[src/rtl/lsu_pkg.sv]
// Shared definitions for the load/store controller: funct3 codes, FSM states,
// lane count and the access-legality check.
package lsu_pkg;

    localparam int unsigned LSU_DATA_W = 32;
    localparam int unsigned LSU_LANES  = 4;

    localparam logic [2:0] F3_B  = 3'b000;
    localparam logic [2:0] F3_H  = 3'b001;
    localparam logic [2:0] F3_W  = 3'b010;
    localparam logic [2:0] F3_BU = 3'b100;
    localparam logic [2:0] F3_HU = 3'b101;

    typedef enum logic [1:0] {
        S_IDLE   = 2'b00,
        S_ACCESS = 2'b01,
        S_RESP   = 2'b10
    } lsu_state_t;

    // Misaligned half/word, reserved funct3, or an unsigned-width store.
    function automatic logic lsu_illegal(input logic       we,
                                         input logic [2:0] f3,
                                         input logic [1:0] off);
        logic bad;
        bad = 1'b0;
        case (f3)
            F3_B, F3_BU: bad = 1'b0;
            F3_H, F3_HU: bad = off[0];
            F3_W:        bad = (off != 2'b00);
            default:     bad = 1'b1;
        endcase
        if (we && f3[2]) begin
            bad = 1'b1;
        end
        return bad;
    endfunction

endpackage

[src/rtl/load_extend.sv]
// Selects the addressed byte/half of a read word and sign- or zero-extends it.
//   rdata  : raw word from memory
//   offset : byte offset within the word (addr[1:0])
//   funct3 : access size / signedness
//   dout   : extended result
module load_extend
    import lsu_pkg::*;
(
    input  logic [31:0] rdata,
    input  logic [1:0]  offset,
    input  logic [2:0]  funct3,
    output logic [31:0] dout
);

    logic [7:0]  w_byte;
    logic [15:0] w_half;

    assign w_byte = 8'(rdata >> {offset, 3'b000});
    assign w_half = 16'(rdata >> {offset[1], 4'b0000});

    always_comb begin
        dout = rdata;
        case (funct3)
            F3_B:    dout = {{24{w_byte[7]}}, w_byte};
            F3_BU:   dout = {24'h000000, w_byte};
            F3_H:    dout = {{16{w_half[15]}}, w_half};
            F3_HU:   dout = {16'h0000, w_half};
            default: dout = rdata;
        endcase
    end

endmodule

[src/rtl/load_store_ctrl.sv]
// Data-memory sequencer: accepts one load/store at a time, runs a req/ack
// transaction, and returns extended load data or an error response.
//   clk/rst          : clock, synchronous active-high reset
//   req_*            : request from execute stage (valid/ready handshake)
//   mem_*            : data-memory port (registered outputs, held until ack)
//   resp_*           : one-cycle completion pulse with data and error flag
module load_store_ctrl
    import lsu_pkg::*;
#(
    parameter int unsigned DATA_WIDTH = 32,
    parameter int unsigned ADDR_WIDTH = 32
) (
    input  logic                  clk,
    input  logic                  rst,
    input  logic                  req_valid,
    output logic                  req_ready,
    input  logic                  req_we,
    input  logic [2:0]            req_funct3,
    input  logic [ADDR_WIDTH-1:0] req_addr,
    input  logic [DATA_WIDTH-1:0] req_wdata,
    output logic                  mem_req,
    output logic                  mem_we,
    output logic [ADDR_WIDTH-1:0] mem_addr,
    output logic [DATA_WIDTH-1:0] mem_wdata,
    output logic [3:0]            mem_be,
    input  logic                  mem_ack,
    input  logic [DATA_WIDTH-1:0] mem_rdata,
    output logic                  resp_valid,
    output logic [DATA_WIDTH-1:0] resp_rdata,
    output logic                  resp_err
);

    lsu_state_t            r_state;
    lsu_state_t            w_state_nxt;
    logic                  w_accept;
    logic                  w_done;
    logic                  w_req_err;
    logic [3:0]            w_be;
    logic [DATA_WIDTH-1:0] w_wdata;
    logic [DATA_WIDTH-1:0] w_ext;

    logic                  r_we;
    logic [2:0]            r_funct3;
    logic [1:0]            r_off;
    logic                  r_mem_req;
    logic                  r_mem_we;
    logic [ADDR_WIDTH-1:0] r_mem_addr;
    logic [DATA_WIDTH-1:0] r_mem_wdata;
    logic [3:0]            r_mem_be;
    logic                  r_resp_valid;
    logic [DATA_WIDTH-1:0] r_resp_rdata;
    logic                  r_resp_err;

    assign w_req_err = lsu_illegal(req_we, req_funct3, req_addr[1:0]);

    // Next state and handshake events.
    always_comb begin
        w_state_nxt = r_state;
        w_accept    = 1'b0;
        w_done      = 1'b0;
        case (r_state)
            S_IDLE: begin
                if (req_valid) begin
                    w_accept    = 1'b1;
                    w_state_nxt = w_req_err ? S_RESP : S_ACCESS;
                end
            end
            S_ACCESS: begin
                if (mem_ack) begin
                    w_done      = 1'b1;
                    w_state_nxt = S_RESP;
                end
            end
            S_RESP:  w_state_nxt = S_IDLE;
            default: w_state_nxt = S_IDLE;
        endcase
    end

    // Byte enables and lane-replicated store data; loads read the full word.
    always_comb begin
        w_be    = 4'b1111;
        w_wdata = '0;
        if (req_we) begin
            case (req_funct3[1:0])
                2'b00: begin
                    w_be    = 4'b0001 << req_addr[1:0];
                    w_wdata = {4{req_wdata[7:0]}};
                end
                2'b01: begin
                    w_be    = 4'b0011 << req_addr[1:0];
                    w_wdata = {2{req_wdata[15:0]}};
                end
                default: begin
                    w_be    = 4'b1111;
                    w_wdata = req_wdata;
                end
            endcase
        end
    end

    load_extend u_load_extend (
        .rdata  (mem_rdata),
        .offset (r_off),
        .funct3 (r_funct3),
        .dout   (w_ext)
    );

    // State and registered outputs.
    always_ff @(posedge clk) begin
        if (rst) begin
            r_state      <= S_IDLE;
            r_we         <= 1'b0;
            r_funct3     <= 3'b000;
            r_off        <= 2'b00;
            r_mem_req    <= 1'b0;
            r_mem_we     <= 1'b0;
            r_mem_addr   <= '0;
            r_mem_wdata  <= '0;
            r_mem_be     <= 4'b0000;
            r_resp_valid <= 1'b0;
            r_resp_rdata <= '0;
            r_resp_err   <= 1'b0;
        end else begin
            r_state      <= w_state_nxt;
            r_resp_valid <= 1'b0;
            if (w_accept) begin
                r_we     <= req_we;
                r_funct3 <= req_funct3;
                r_off    <= req_addr[1:0];
                if (w_req_err) begin
                    r_resp_valid <= 1'b1;
                    r_resp_err   <= 1'b1;
                    r_resp_rdata <= '0;
                end else begin
                    r_mem_req   <= 1'b1;
                    r_mem_we    <= req_we;
                    r_mem_addr  <= {req_addr[ADDR_WIDTH-1:2], 2'b00};
                    r_mem_be    <= w_be;
                    r_mem_wdata <= w_wdata;
                end
            end
            if (w_done) begin
                r_mem_req    <= 1'b0;
                r_mem_we     <= 1'b0;
                r_mem_addr   <= '0;
                r_mem_be     <= 4'b0000;
                r_mem_wdata  <= '0;
                r_resp_valid <= 1'b1;
                r_resp_err   <= 1'b0;
                r_resp_rdata <= r_we ? '0 : w_ext;
            end
        end
    end

    // Ready is a state decode, held low while reset is asserted.
    assign req_ready  = (r_state == S_IDLE) && !rst;
    assign mem_req    = r_mem_req;
    assign mem_we     = r_mem_we;
    assign mem_addr   = r_mem_addr;
    assign mem_wdata  = r_mem_wdata;
    assign mem_be     = r_mem_be;
    assign resp_valid = r_resp_valid;
    assign resp_rdata = r_resp_rdata;
    assign resp_err   = r_resp_err;

endmodule

[config.mk]
export PLATFORM = sky130hd
export DESIGN_NAME = load_store_ctrl
export DESIGN_NICKNAME = d
export VERILOG_FILES = /design/src/rtl/lsu_pkg.sv /design/src/rtl/load_extend.sv /design/src/rtl/load_store_ctrl.sv
export SDC_FILE = /design/constraint.sdc
export NUM_CORES = 1
export LEC_CHECK = 0
export BUFFER_PORTS_ARGS = -buffer_cell sky130_fd_sc_hd__buf_4
export CORE_MARGIN = 2
export CORE_UTILIZATION = 50
export DETAILED_ROUTE_END_ITERATION = 8
export HOLD_SLACK_MARGIN = 0.02
export PLACE_DENSITY = 0.84
export SYNTH_ARGS = -nofsm -noshare
export SYNTH_HDL_FRONTEND = slang
export SYNTH_SLANG_ARGS = --single-unit
[constraint.sdc]
create_clock -name clk -period 5.9 [get_ports clk]
set_input_delay 1.18 -clock clk [delete_from_list [all_inputs] [get_ports clk]]
set_output_delay 1.18 -clock clk [all_outputs]
set_load 0.005 [all_outputs]
==> flow_summary.yaml <==
outcome:
  status: "finished, final reports clean"
power_and_ir_drop:
  power.density_nw_per_um2: 228.0
  clock_power_share_pct: 28.6
  p_int_w: 0.001048
  p_sw_share_pct: 27.17
  p_leak_nw: 2.815
  irDropWorstVdd_v: 0.0001615
  power_frac_comb_pct: 16.3
  switchingPower_w: 0.0003910
  seqPwrFrac_pct: 55.1
timing:
  rsz0062_at_grt: "false"
  tightest_slew_ns: 0.9537
  finalHoldViolations: 0
  period_share_pct: 47.56
  period_minus_slack_ns: 2.806
  fmax_ghz: 0.3564
  finClkSkew_ns: 0.01312
  finalMaxSlewViolations: 0
  setup_viol: 0
  max_slew_margin_pct: 36.42
  tns_ns: 0
route:
  via_per_inst: 5.719
  drcViolationCount: 0
  routed_wl_mm: 13.35
  drt-pass1-iter-count: 5
  drt_iter0_drc: 218
  ant_nets: 0
  vias: 4404
  wl_per_cell_um: 17.34
cts:
  cts_made_buffers: 9
  clk_latency_ns: 0.37
  cts-root-buf: "clkbuf_8"
  clock_tree.buffer_depth: 2
  post_cts_buffers: 0
  clk_pin_slew_ns: 0.10
  hold_buffers: 0
  cts_tree: "built"
  ctsResizeCount: 0
  h-tree-depth: 3
  cts_sinks: 110
finish:
  area_delta_synth_final_pct: 37.41
  layout_common_cells: "buf_4, dfxtp_1, nand2_1"
  nets: 761
  final_common_cell: "buf_4"
  fill_cells: 683
  drive_above_1_share_pct: 37.92
  fin_area_um2: 6310
  antennaDiodeCount: 0
grt:
  grt_overflow: 0
  grt_pass1_vias: 4197
  antenna_found_initial: 0
  grt_start_max_net_pins: 37
  track_usage_pct: 25.92
  grt_pass1_wl_mm: 20.77
hold_path:
  hold_class: "flop to flop"
yosys:
  synthMuxAreaShare_pct: 7.602
  synth-edff-count: 0
  synth_adder_area_share_pct: 0
  avgSynthCellArea_um2: 9.688
  synth_compound_area_share_pct: 27.41
  synth_cell_types: 39
  async_flop_share_pct: 0
  synth-seq-cells: 110
  ys.warnings.count: 0
  syn-instance-count: 474
  synth-simple-area-share_pct: 12.64
  yosysSeqAreaShare_pct: 47.96
  syn_area_um2: 4592
  synth_top_family_by_area: "compound AO/OA/AOI/OAI gates"
  synthFlopType: "dfxtp_1"
  synth_xor_area_share_pct: 0
floorplanning:
  core-area_um2: 8806
  num_io_pins: 209
  start_util_pct: 52.15
  die_h_um: 99.83
  die_w_um: 99.83
  die_area_um2: 9966
  num_rows: 34
critical_path:
  cp_slowest_cell: "buf_4"
  path_class: "primary input to output port"
  crit_end: "req_ready"
  r2r-end: "resp_rdata[11]$_SDFFE_PP0P_"
  crit_fanout: 14
  critPathLaunchType: "primary input"
  worstPathArrival_ns: 1.63
  rr_startpoint: "r_off[1]$_SDFFE_PP0P_"
  crit_chain: "buf_4 -> nor3_1 -> buf_4"
  crit_path_end_kind: "output port"
  reg2reg_slack_ns: 3.62
  r2r_cells: 4
  crit_start: "rst"
  worstPathRequired_ns: 4.72
  cpMostUsedCell: "buf_4"
  cp_slowest_stage_delay_ns: 0.16
placement:
  port_buffers: 206
  place_hpwl_mm: 9.939
  placed_area_um2: 6138
  place.gp.congestion: 0.9459
run:
  drv_cap: 0
-- final cells by class --
class                           instances  area [µm²]  share of cell area (%)
Clock buffer                           10       127.6                   2.023
Inverter                                3       11.26                  0.1785
Timing Repair Buffer                  212        1592                   25.22
Clock inverter                          6       43.79                  0.6940
Tap cell                              108       135.1                   2.142
Sequential cell                       110        2202                   34.90
Multi-Input combinational cell        321        2198                   34.84
-- per-stage QoR --
step	utilization [%]	power, W	setup WS (ns)	cells	hold WS [ns]
floorplan	-	0.0009203	3.098	475	0.4457
global placement	69.71	0.001036	2.799	754	0.4426
detailed placement	69.71	0.001043	2.739	754	0.4494
CTS	71.65	0.001449	3.085	770	0.4678
global route	71.65	0.001497	3.021	770	0.4851
finish	71.65	0.001439	3.094	770	0.4627
-- state kept, by name, indices dropped and copies added (netlist names) --
| name | flops |
|---|---|
| mem_addr | 30 |
| mem_be | 4 |
| mem_req | 1 |
| mem_wdata | 32 |
| mem_we | 1 |
| r_funct3 | 3 |
| r_off | 2 |
| r_state | 2 |
| r_we | 1 |
| resp_err | 1 |
| resp_rdata | 32 |
| resp_valid | 1 |
-- how the worst min path moves through the flow --
stage | from | to | slack, ns | depth (start not counted)
after floorplan | r_we$_SDFFE_PP0P_ | r_we$_SDFFE_PP0P_ | 0.45 | 2
after global placement | mem_addr[13]$_SDFFE_PP0P_ | mem_addr[13]$_SDFFE_PP0P_ | 0.44 | 2
after detailed placement | mem_addr[10]$_SDFFE_PP0P_ | mem_addr[10]$_SDFFE_PP0P_ | 0.45 | 2
after CTS | mem_addr[26]$_SDFFE_PP0P_ | mem_addr[26]$_SDFFE_PP0P_ | 0.47 | 2
after global routing | mem_addr[5]$_SDFFE_PP0P_ | mem_addr[5]$_SDFFE_PP0P_ | 0.49 | 2
final | mem_addr[4]$_SDFFE_PP0P_ | mem_addr[4]$_SDFFE_PP0P_ | 0.46 | 2
-- critical path: cells and delay by family --
kind | cells | cell delay [ns]
buffers and inverters | 2 | 0.30
and+or+nand+nor | 1 | 0.14
-- logic make-up after synthesis --
family          count (synthesis)
simple gates                  123
mux                            32
compound gates                164
flops                         110
buf+inv                        44
other cells                     1
-- synthesized netlist by cell type (all sizes together) (2+ instances only) --
library cell	n	share of area, %
buf	14	1.9
nor2b	7	0.95
or3b	2	0.38
nor2	6	0.49
a21o	7	1.1
nand2b	3	0.41
clkbuf	27	2.2
nor3	6	0.90
a22o	26	5.0
a221o	27	5.9
a211o	5	0.95
mux4	2	0.98
inv	3	0.25
nand3b	6	0.98
mux2	3	0.74
o21ai	20	2.2
o2bb2ai	23	5.7
a21oi	51	5.7
mux2i	27	5.9
dfxtp	110	48
o22ai	2	0.27
or3	3	0.41
nand2	84	6.9
and2	2	0.33
-- routing by layer --
metal  share of wire [%]  global-route usage (%)
met5                   0                       0
met4                 3.5                   12.22
met2                  46                   40.64
met1                  41                   33.32
met3                 9.0                   7.103
-- power groups by stage --
stage / clock [W] / sequential (W) / combinational [W]
5_1_grt: 0.000446 / 0.000797 / 0.000254
2_1_floorplan: 0 / 0.000801 / 0.000119
4_1_cts: 0.000422 / 0.000792 / 0.000234
6_report: 0.000411 / 0.000793 / 0.000235
3_5_place_dp: 0 / 0.000809 / 0.000234
3_3_place_gp: 0 / 0.000808 / 0.000228
Note: power is estimated with default switching activity, not from simulation.
